<file path="src/rtl/mem_wait_ctrl.sv">
// Single-port synchronous memory with a req/ready/done handshake,
// configurable wait states and a zero-fill clear sequence after reset.
// Out-of-range addresses complete with err=1 instead of aliasing.
module mem_wait_ctrl #(
  parameter int DATA_WIDTH  = 16,
  parameter int ADDR_WIDTH  = 16,
  parameter int DEPTH       = 16,
  parameter int WAIT_STATES = 2
) (
  input  logic                  clk,
  input  logic                  rst_n,
  input  logic                  req,
  input  logic                  we,
  input  logic [ADDR_WIDTH-1:0] addr,
  input  logic [DATA_WIDTH-1:0] wdata,
  output logic                  ready,
  output logic                  done,
  output logic [DATA_WIDTH-1:0] rdata,
  output logic                  err
);

  localparam int PTR_W = (DEPTH > 1) ? $clog2(DEPTH) : 1;
  localparam int CNT_W = (WAIT_STATES > 1) ? $clog2(WAIT_STATES) : 1;

  localparam logic [1:0] S_CLEAR = 2'd0;
  localparam logic [1:0] S_IDLE  = 2'd1;
  localparam logic [1:0] S_WAIT  = 2'd2;
  localparam logic [1:0] S_RESP  = 2'd3;

  logic [1:0]            state;
  logic [PTR_W-1:0]      ptr;
  logic [CNT_W-1:0]      cnt;
  logic                  lat_we;
  logic [ADDR_WIDTH-1:0] lat_addr;
  logic [DATA_WIDTH-1:0] lat_wdata;

  logic [DATA_WIDTH-1:0] mem [DEPTH];

  logic                  access;
  logic                  acc_we;
  logic [ADDR_WIDTH-1:0] acc_addr;
  logic [DATA_WIDTH-1:0] acc_wdata;
  logic                  acc_inrange;
  logic [PTR_W-1:0]      acc_idx;
  logic [DATA_WIDTH-1:0] rd_word;
  logic                  mem_wr;
  logic [PTR_W-1:0]      mem_widx;
  logic [DATA_WIDTH-1:0] mem_wval;

  // Select the access operands: with no wait states the access happens at
  // the accept edge, so it must use the live inputs rather than the latches.
  always_comb begin
    access    = 1'b0;
    acc_we    = lat_we;
    acc_addr  = lat_addr;
    acc_wdata = lat_wdata;
    case (state)
      S_IDLE: begin
        if (req && (WAIT_STATES == 0)) begin
          access    = 1'b1;
          acc_we    = we;
          acc_addr  = addr;
          acc_wdata = wdata;
        end
      end
      S_WAIT: begin
        if (cnt == '0) access = 1'b1;
      end
      default: ;
    endcase
    acc_inrange = ({1'b0, acc_addr} < (ADDR_WIDTH + 1)'(DEPTH));
    acc_idx     = acc_addr[PTR_W-1:0];
    rd_word     = mem[acc_idx];
    mem_wr      = 1'b0;
    mem_widx    = acc_idx;
    mem_wval    = acc_wdata;
    if (state == S_CLEAR) begin
      mem_wr   = 1'b1;
      mem_widx = ptr;
      mem_wval = '0;
    end else if (access && acc_we && acc_inrange) begin
      mem_wr = 1'b1;
    end
  end

  // Storage array: single write port shared by the clear sequence and writes.
  always_ff @(posedge clk) begin
    if (mem_wr) mem[mem_widx] <= mem_wval;
  end

  // Control FSM and registered outputs.
  always_ff @(posedge clk or negedge rst_n) begin
    if (!rst_n) begin
      state     <= S_CLEAR;
      ptr       <= '0;
      cnt       <= '0;
      lat_we    <= 1'b0;
      lat_addr  <= '0;
      lat_wdata <= '0;
      ready     <= 1'b0;
      done      <= 1'b0;
      rdata     <= '0;
      err       <= 1'b0;
    end else begin
      case (state)
        S_CLEAR: begin
          ptr <= ptr + 1'b1;
          if (ptr == PTR_W'(DEPTH - 1)) begin
            ptr   <= '0;
            state <= S_IDLE;
            ready <= 1'b1;
          end
        end
        S_IDLE: begin
          if (req) begin
            lat_we    <= we;
            lat_addr  <= addr;
            lat_wdata <= wdata;
            ready     <= 1'b0;
            if (WAIT_STATES == 0) begin
              state <= S_RESP;
            end else begin
              cnt   <= CNT_W'((WAIT_STATES > 0) ? WAIT_STATES - 1 : 0);
              state <= S_WAIT;
            end
          end
        end
        S_WAIT: begin
          if (cnt == '0) state <= S_RESP;
          else           cnt   <= cnt - 1'b1;
        end
        default: begin
          done  <= 1'b0;
          err   <= 1'b0;
          ready <= 1'b1;
          state <= S_IDLE;
        end
      endcase
      // Completion is shared by the zero-wait and wait-state paths.
      if (access) begin
        done <= 1'b1;
        err  <= ~acc_inrange;
        if (!acc_we) rdata <= acc_inrange ? rd_word : '0;
      end
    end
  end

endmodule

</file>
<file path="config.mk">
export PLATFORM = sky130hd
export DESIGN_NAME = mem_wait_ctrl
export DESIGN_NICKNAME = d
export VERILOG_FILES = /design/src/rtl/mem_wait_ctrl.sv
export SDC_FILE = /design/constraint.sdc
export NUM_CORES = 1
export LEC_CHECK = 0
export ABC_AREA = 1
export CORE_AREA = 2 2 222 224
export CTS_CLUSTER_DIAMETER = 60
export DETAILED_ROUTE_END_ITERATION = 6
export DIE_AREA = 0 0 224 226
export HOLD_SLACK_MARGIN = 0.15
export SLEW_MARGIN = 40
export SYNTH_ARGS = -nofsm -noshare
export SYNTH_HDL_FRONTEND = slang
export SYNTH_SLANG_ARGS = --single-unit
</file>
<file path="constraint.sdc">
create_clock -name clk -period 3.75 [get_ports clk]
set_clock_uncertainty 0.15 [all_clocks]
set_input_delay 0.5625 -clock clk [delete_from_list [all_inputs] [get_ports clk]]
set_output_delay 0.5625 -clock clk [all_outputs]
set_load 0.01 [all_outputs]
</file>
==> results of run 1 <==
-- layout make-up --
| type | count | area share, % |
|---|---|---|
| Clock buffer | 50 | 6.24 |
| Clock inverter | 9 | 0.492 |
| Inverter | 50 | 1.24 |
| Multi-Input combinational cell | 700 | 21.2 |
| Sequential cell | 315 | 60.1 |
| Tap cell | 622 | 5.10 |
| Timing Repair Buffer | 95 | 5.65 |
-- registers in the layout (all words and copies together) (netlist names) --
| register | cells |
|---|---|
| acc_we | 1 |
| ptr | 4 |
| state | 2 |
| mem | 256 |
| cnt | 1 |
| done | 1 |
| rdata | 16 |
| ready | 1 |
| acc_wdata | 16 |
| acc_addr | 16 |
| err | 1 |
-- where the power goes --
group | leakage, nW | internal, mW | switching (mW)
clock | 0.503 | 1.83 | 1.30
sequential | 3.00 | 4.78 | 0.185
combinational | 2.23 | 1.10 | 2.93
-- critical path, delay by kind of cell, from the launching register on --
family,cells,cell delay (ns)
simple gates,4,0.85
buf+inv,3,0.51
flops,1,0.41
fa+ha+maj,1,0.39
compound gates,1,0.16
-- synth_stat cells, drive strengths merged --
| library cell | count | area, um^2 |
|---|---|---|
| mux2 | 11 | 124 |
| or2 | 2 | 12.5 |
| o211ai | 1 | 7.51 |
| o21bai | 1 | 11.3 |
| edfxtp | 256 | 7690 |
| a22o | 1 | 8.76 |
| nor2 | 71 | 285 |
| nand4 | 1 | 6.26 |
| xor2 | 2 | 17.5 |
| buf | 51 | 273 |
| nand2 | 331 | 1240 |
| clkinv | 1 | 3.75 |
| nand3 | 240 | 1210 |
| a21oi | 23 | 115 |
| ha | 6 | 75.1 |
| o21ai | 9 | 52.6 |
| and2 | 1 | 6.26 |
| dfrtp | 59 | 1480 |
| clkbuf | 13 | 48.8 |
| inv | 49 | 184 |
-- path summary, 6_finish.rpt --
path,end,startpoint,cells past startpoint,slack (ns)
max in group asynchronous,acc_addr[0]$_DFFE_PN0P_,rst_n,3,2.06
worst max register to register,mem[4][14]$_DFFE_PP_,state[1]$_DFFE_PN0P_,9,0.97
min in group asynchronous,acc_addr[9]$_DFFE_PN0P_,rst_n,2,0.36
worst max-delay path,mem[4][14]$_DFFE_PP_,state[1]$_DFFE_PN0P_,9,0.97
worst min-delay path,rdata[0]$_DFFE_PN0P_,rdata[0]$_DFFE_PN0P_,2,0.33
worst min register to register,rdata[0]$_DFFE_PN0P_,rdata[0]$_DFFE_PN0P_,2,0.33
-- kinds of logic (layout without fill, tap and decap cells) --
logic type / after synthesis / in the layout / share of synthesized area [%]
xor gates and xnor gates: 2 / 2 / 0.136
buffers and inverters: 114 / 204 / 3.96
DFF: 315 / 315 / 71.3
muxes: 11 / 11 / 0.964
AOI/OAI and AO/OA: 35 / 35 / 1.52
and+or+nand+nor: 646 / 646 / 21.5
adders and majority gates: 6 / 6 / 0.584
-- metrics by stage --
stage / hold slack (ns) / cell area, um^2 / util (%) / worst slack, ns / total power [mW]
CTS: 0.341 / 15300 / 31.6 / 0.833 / 12.2
finish: 0.332 / 15300 / 31.6 / 0.967 / 12.1
floorplan: 0.117 / 12800 / - / 1.13 / 7.47
global placement: 0.319 / 14200 / 29.4 / 0.973 / 8.96
global route: 0.359 / 15300 / 31.6 / 0.729 / 12.8
detailed placement: 0.325 / 14200 / 29.4 / 0.844 / 9.04
-- cell usage in the layout, fill, tap and decap left out, types with 11 or more instances in the layout --
master / Yosys / layout
nand2_1: 331 / 330
edfxtp_1: 256 / 256
nand3_1: 239 / 239
dfrtp_1: 59 / 57
clkdlybuf4s50_1: 0 / 53
nor2_1: 69 / 51
inv_1: 41 / 40
buf_4: 3 / 38
clkbuf_16: 0 / 35
a21oi_1: 23 / 23
nor2_2: 1 / 15
clkbuf_1: 13 / 13
mux2_2: 11 / 11
-- per-layer routing --
metal,track usage [%],vias to the layer above,share of wire [%],routed length [um]
li1,-,4002,-,-
met1,18.7,4168,46,15100
met2,19.5,333,44,14300
met3,3.34,48,8.2,2700
met4,3.23,2,2.1,679
met5,0,-,0.040,13
-- timing repair --
action / in CTS / in global routing
hold buffers: 1 / 0
resized for setup: 0 / 0
setup endpoints to repair: 0 / 0
endpoints found under the hold margin: 16 / 0
==> summary.txt, run 1 <==
Status
  – Status: complete, no violations

Route
  – Router iterations before antenna repair: 5
  – Residual DRC count: 0
  – Antenna Violating Nets Remaining: 0
  – Final wirelength: 32800 um
  – DRT iter0 DRCs: 977
  – Routed length per instance: 17.8 um
  – Vias/cell: 4.65
  – Via count: 8553

Finish
  – Fillers: 4780
  – Layout cells sized above 1: 10.9%
  – Number of diodes: 0
  – Final Non-Filler Cells: 1841
  – Layout net count: 1238
  – Area Overhead vs Synth: 18.9%
  – Register area: 0.00917 mm^2
  – Multi-input logic area: 0.00324 mm^2

Logic synthesis
  – Avg Cell Area, Syn: 11.4 um^2
  – Synth warnings: 0
  – Synth Cell Area: 0.0128 mm^2
  – Syn_nets: 1171
  – Sequential area share after synthesis: 71.3%
  – Syn Inst Count: 1129
  – Synthesis-stage register bit count: 315
  – Synth cell types: 29

Clock network
  – Clock-pin slew on the worst setup and hold paths: 0.06 ns
  – H-tree levels: 2
  – CTS tree: built
  – TritonCTS buffer count: 34
  – CTS sink cnt: 315
  – Postcts setup bufs: 0
  – Max clock buf depth: 3
  – CTS root buf: clkbuf_16
  – Clock Latency Late Sink: 0.51 ns

Floorplan
  – I/O pins: 55
  – Core area: 0.0483 mm^2
  – Die Ht: 226 um
  – Row cnt: 81
  – Die Area: 0.0506 mm^2
  – Chip Width: 224 um
  – Initial core utilization: 26.6%

Power
  – Max IR drop VDD: 0.364 mV
  – LEAKAGE: 5.74 nW
  – Pwr dens: 794 mW/mm^2

Global route
  – Vias in the first global route: 8410
  – Initial antenna violation count: 1
  – Gr ovfl total: 0
  – All-layer global routing usage: 13.0%
  – Largest net degree at the start of global routing: 130
  – First-pass GRT wire length: 50800 um

Worst setup path
  – Slowest CP cell: dfrtp_1
  – Crit. End Element: flip-flop
  – CP Cell Sequence: inv_1 -> ha_1 -> inv_2 -> nor2_1 -> o21bai_2 -> and2_1 -> nand2_1 -> nor2_2 -> buf_4
  – Critical path peak fanout: 9
  – Max stage delay on crit path: 0.41 ns
  – CP Launch Type: flip-flop
  – Critical Path AT: 2.84 ns
  – Type of the worst setup path: flip-flop to flip-flop
  – Worst Path Required: 3.81 ns

Place
  – Routability Congestion: 0.823
  – Dpl hpwl: 20300 um
  – IO buf count: 54
  – Placed cells: 1781

STA
  – Slew @ Worst Pin: 0.676 ns
  – Slew headroom: 54.6%
  – RSZ-0062 raised after global routing: no
  – Minimum clock period: 2.78 ns
  – Final Hold Vio Count: 0
  – Slew Viols, Final: 0
  – Final setup violation count: 0
  – Fin crit share: 74.2%
  – Fin Setup TNS: 0 ns
  – Achievable frequency: 359 MHz

Run
  – Total of max-cap violations: 0

Hold path
  – Worst min path class: flip-flop to flip-flop
No activity file was read; power rests on OpenSTA's default activity.
==> run 2, diff against run 1 <==
==> constraint.sdc (replaced) <==
create_clock -name clk -period 2.25 [get_ports clk]
set_clock_uncertainty 0.15 [all_clocks]
set_input_delay 0.3375 -clock clk [delete_from_list [all_inputs] [get_ports clk]]
set_output_delay 0.3375 -clock clk [all_outputs]
set_load 0.01 [all_outputs]
==> run 2 against run 1 <==
- design area rose by 3.7%
- final cell count rose by 1.2%
- die area did not move
- total power rose by 73%
- register-to-register slack got worse by 0.84 ns
- combinational power rose by 78%
- highest routed layer is now met4
==> summary.txt, run 2 (synthesis results as in run 1) <==
Status
  – Status: complete, no violations (unchanged)

Floorplan
  – Core area: 0.0483 mm^2 (unchanged)
  – Die Area: 0.0506 mm^2 (unchanged)
  – Chip Width: 224 um (unchanged)
  – Row cnt: 81 (unchanged)
  – I/O pins: 55 (unchanged)
  – Die Ht: 226 um (unchanged)
  – Initial core utilization: 26.6% (unchanged)

Worst setup path
  – R2r endpoint: mem[8][0]$_DFFE_PP_ (was mem[4][14]$_DFFE_PP_)
  – Type of the worst setup path: flip-flop to flip-flop (unchanged)
  – Reg2reg start: state[1]$_DFFE_PN0P_ (unchanged)
  – Worst Setup SP: state[1]$_DFFE_PN0P_ (unchanged)
  – Crit. End Element: flip-flop (unchanged)
  – Critical path peak fanout: 16 (was 9)
  – Reg2Reg Depth: 9 (unchanged)
  – CP Launch Type: flip-flop (unchanged)
  – FF-to-FF setup slack: 0.13 ns (was 0.97 ns)
  – Worst Path Required: 2.32 ns (was 3.81 ns)
  – Critical Path AT: 2.19 ns (was 2.84 ns)
  – Worst setup path end: mem[8][0]$_DFFE_PP_ (was mem[4][14]$_DFFE_PP_)

Route
  – Antenna Violating Nets Remaining: 0 (unchanged)
  – Highest routed layer: met4 (was met5)
  – Via count: 8586 (was 8553)
  – Post-Route M1 WL: 13900 um (was 15100 um)
  – Wire length on met2: 15200 um (was 14300 um)
  – Vias/cell: 4.61 (was 4.65)
  – DRT iter0 DRCs: 688 (was 977)
  – Router iterations before antenna repair: 5 (unchanged)
  – Met3 WL: 1920 um (was 2700 um)
  – Residual DRC count: 0 (unchanged)
  – Final wirelength: 31600 um (was 32800 um)
  – Routed length per instance: 17.0 um (was 17.8 um)

Power
  – Pwr dens: 1320 mW/mm^2 (was 794 mW/mm^2)
  – LEAKAGE: 5.93 nW (was 5.74 nW)
  – Overall power: 20.9 mW (was 12.1 mW)
  – Max IR drop VDD: 0.638 mV (was 0.364 mV)

Finish
  – Most common cell after layout, fill and taps aside: nand2_1 (unchanged)
  – Fillers: 4743 (was 4780)
  – Layout net count: 1257 (was 1238)
  – Reg with most FFs: mem (unchanged)
  – Multi-input logic area: 0.00330 mm^2 (was 0.00324 mm^2)
  – Layout cells sized above 1: 13.4% (was 10.9%)
  – Area Overhead vs Synth: 23.3% (was 18.9%)
  – Core Util, Final: 32.8% (was 31.6%)
  – Final Non-Filler Cells: 1863 (was 1841)
  – Largest register FFs: 256 (unchanged)
  – Most frequent cells in the layout: nand2_1 (330), edfxtp_1 (256), nand3_1 (239) (unchanged)
  – Number of diodes: 0 (unchanged)
  – Register area: 0.00917 mm^2 (unchanged)

Place
  – Dpl hpwl: 19800 um (was 20300 um)
  – IO buf count: 54 (unchanged)
  – Placed cells: 1800 (was 1781)
  – Routability Congestion: 0.794 (was 0.823)

Clock network
  – CTS tree: built (unchanged)
  – Max clock buf depth: 3 (unchanged)
  – CTS root buf: clkbuf_16 (unchanged)
  – Clock Latency Late Sink: 0.53 ns (was 0.51 ns)
  – TritonCTS buffer count: 34 (unchanged)
  – Clock-pin slew on the worst setup and hold paths: 0.06 ns (about the same)
  – H-tree levels: 2 (unchanged)
  – CTS sink cnt: 315 (unchanged)

STA
  – Fin crit share: 94.2% (was 74.2%)
  – Slew @ Worst Pin: 0.626 ns (was 0.676 ns)
  – WHS: 0.202 ns (was 0.332 ns)
  – Slew headroom: 58.0% (was 54.6%)
  – Final Hold Vio Count: 0 (unchanged)
  – Final setup violation count: 0 (unchanged)
  – Minimum clock period: 2.12 ns (was 2.78 ns)
  – RSZ-0062 raised after global routing: no (unchanged)
  – Slew Viols, Final: 0 (unchanged)
  – Achievable frequency: 472 MHz (was 359 MHz)

Run
  – Total of max-cap violations: 0 (unchanged)

Global route
  – First-pass GRT wire length: 48900 um (was 50800 um)
  – Vias in the first global route: 8280 (was 8410)
  – Gr ovfl total: 0 (unchanged)
  – Largest net degree at the start of global routing: 60 (was 130)
  – All-layer global routing usage: 12.5% (was 13.0%)
  – Initial antenna violation count: 0 (was 1)

Hold path
  – Worst min path class: primary input to async pin (was flip-flop to flip-flop)
## run 2: cell types whose count changed in the layout (fill, tap and decap cells not counted), sizes merged
cell      before  now
inv           49   50
clkinv         9   18
clkinvlp       0    5
bufinv         1    3
clkbuf        50   36
buf           41   60
## run 2: stage by stage
step | instance area [um^2] | TNS (ns) | worst slack [ns]
2_1_floorplan | 12900 | -8.28 | -0.129
3_3_place_gp | 14700 | 0 | 0.0518
3_5_place_dp | 14700 | 0 | 0.00922
4_1_cts | 15800 | 0 | 0.00658
5_1_grt | 15800 | 0 | 0.00843
6_report | 15800 | 0 | 0.129
## run 2: layer usage
| metal | vias up | global-route usage [%] |
|---|---|---|
| met4 | 0 | 3.31 |
| met2 | 249 | 20.8 |
| met1 | 4251 | 17.1 |
| li1 | 4041 | - |
| met5 | - | 0 |
| met3 | 45 | 1.91 |
## run 2: area by class of cell
class / instances / area share (%)
clock buffer: 36 / 5.48
clock inverter: 26 / 1.43
inverter: 50 / 1.19
multi-input combinational: 700 / 20.9
sequential: 315 / 57.9
tap: 622 / 4.92
timing repair buffer: 114 / 8.22
## run 2: worst max-delay path, stage by stage (launching register included)
cell	delay [ns]
dfrtp_1	0.38
inv_1	0.10
ha_4	0.19
buf_4	0.15
nand2_1	0.08
o21ai_2	0.09
nor2_1	0.23
nand2_1	0.13
nor2_4	0.15
buf_12	0.17
## run 2: report_power, final
group | internal (mW) | switching, mW | leakage (nW)
Sequential | 7.96 | 0.308 | 3.00
Clock | 3.17 | 2.30 | 0.531
Combinational | 2.21 | 4.97 | 2.40
## run 2: repair_timing
item / in CTS / in global routing
endpoints found under the hold margin: 59 / 0
resized for setup: 0 / 8
setup buffers: 0 / 0
hold buffers: 1 / 0
setup endpoints to repair: 0 / 256
## run 2: worst min path at each step
| stage | slack [ns] | depth (start not counted) | end | from |
|---|---|---|---|---|
| after floorplan | -0.11 | 0 | acc_addr[0]$_DFFE_PN0P_ | rst_n |
| after CTS | 0.20 | 3 | rdata[0]$_DFFE_PN0P_ | rst_n |
| after global routing | 0.23 | 3 | acc_addr[6]$_DFFE_PN0P_ | rst_n |
| final | 0.20 | 3 | acc_addr[15]$_DFFE_PN0P_ | rst_n |
| after global placement | 0.21 | 2 | acc_wdata[11]$_DFFE_PN0P_ | rst_n |
| after detailed placement | 0.21 | 2 | acc_addr[12]$_DFFE_PN0P_ | rst_n |
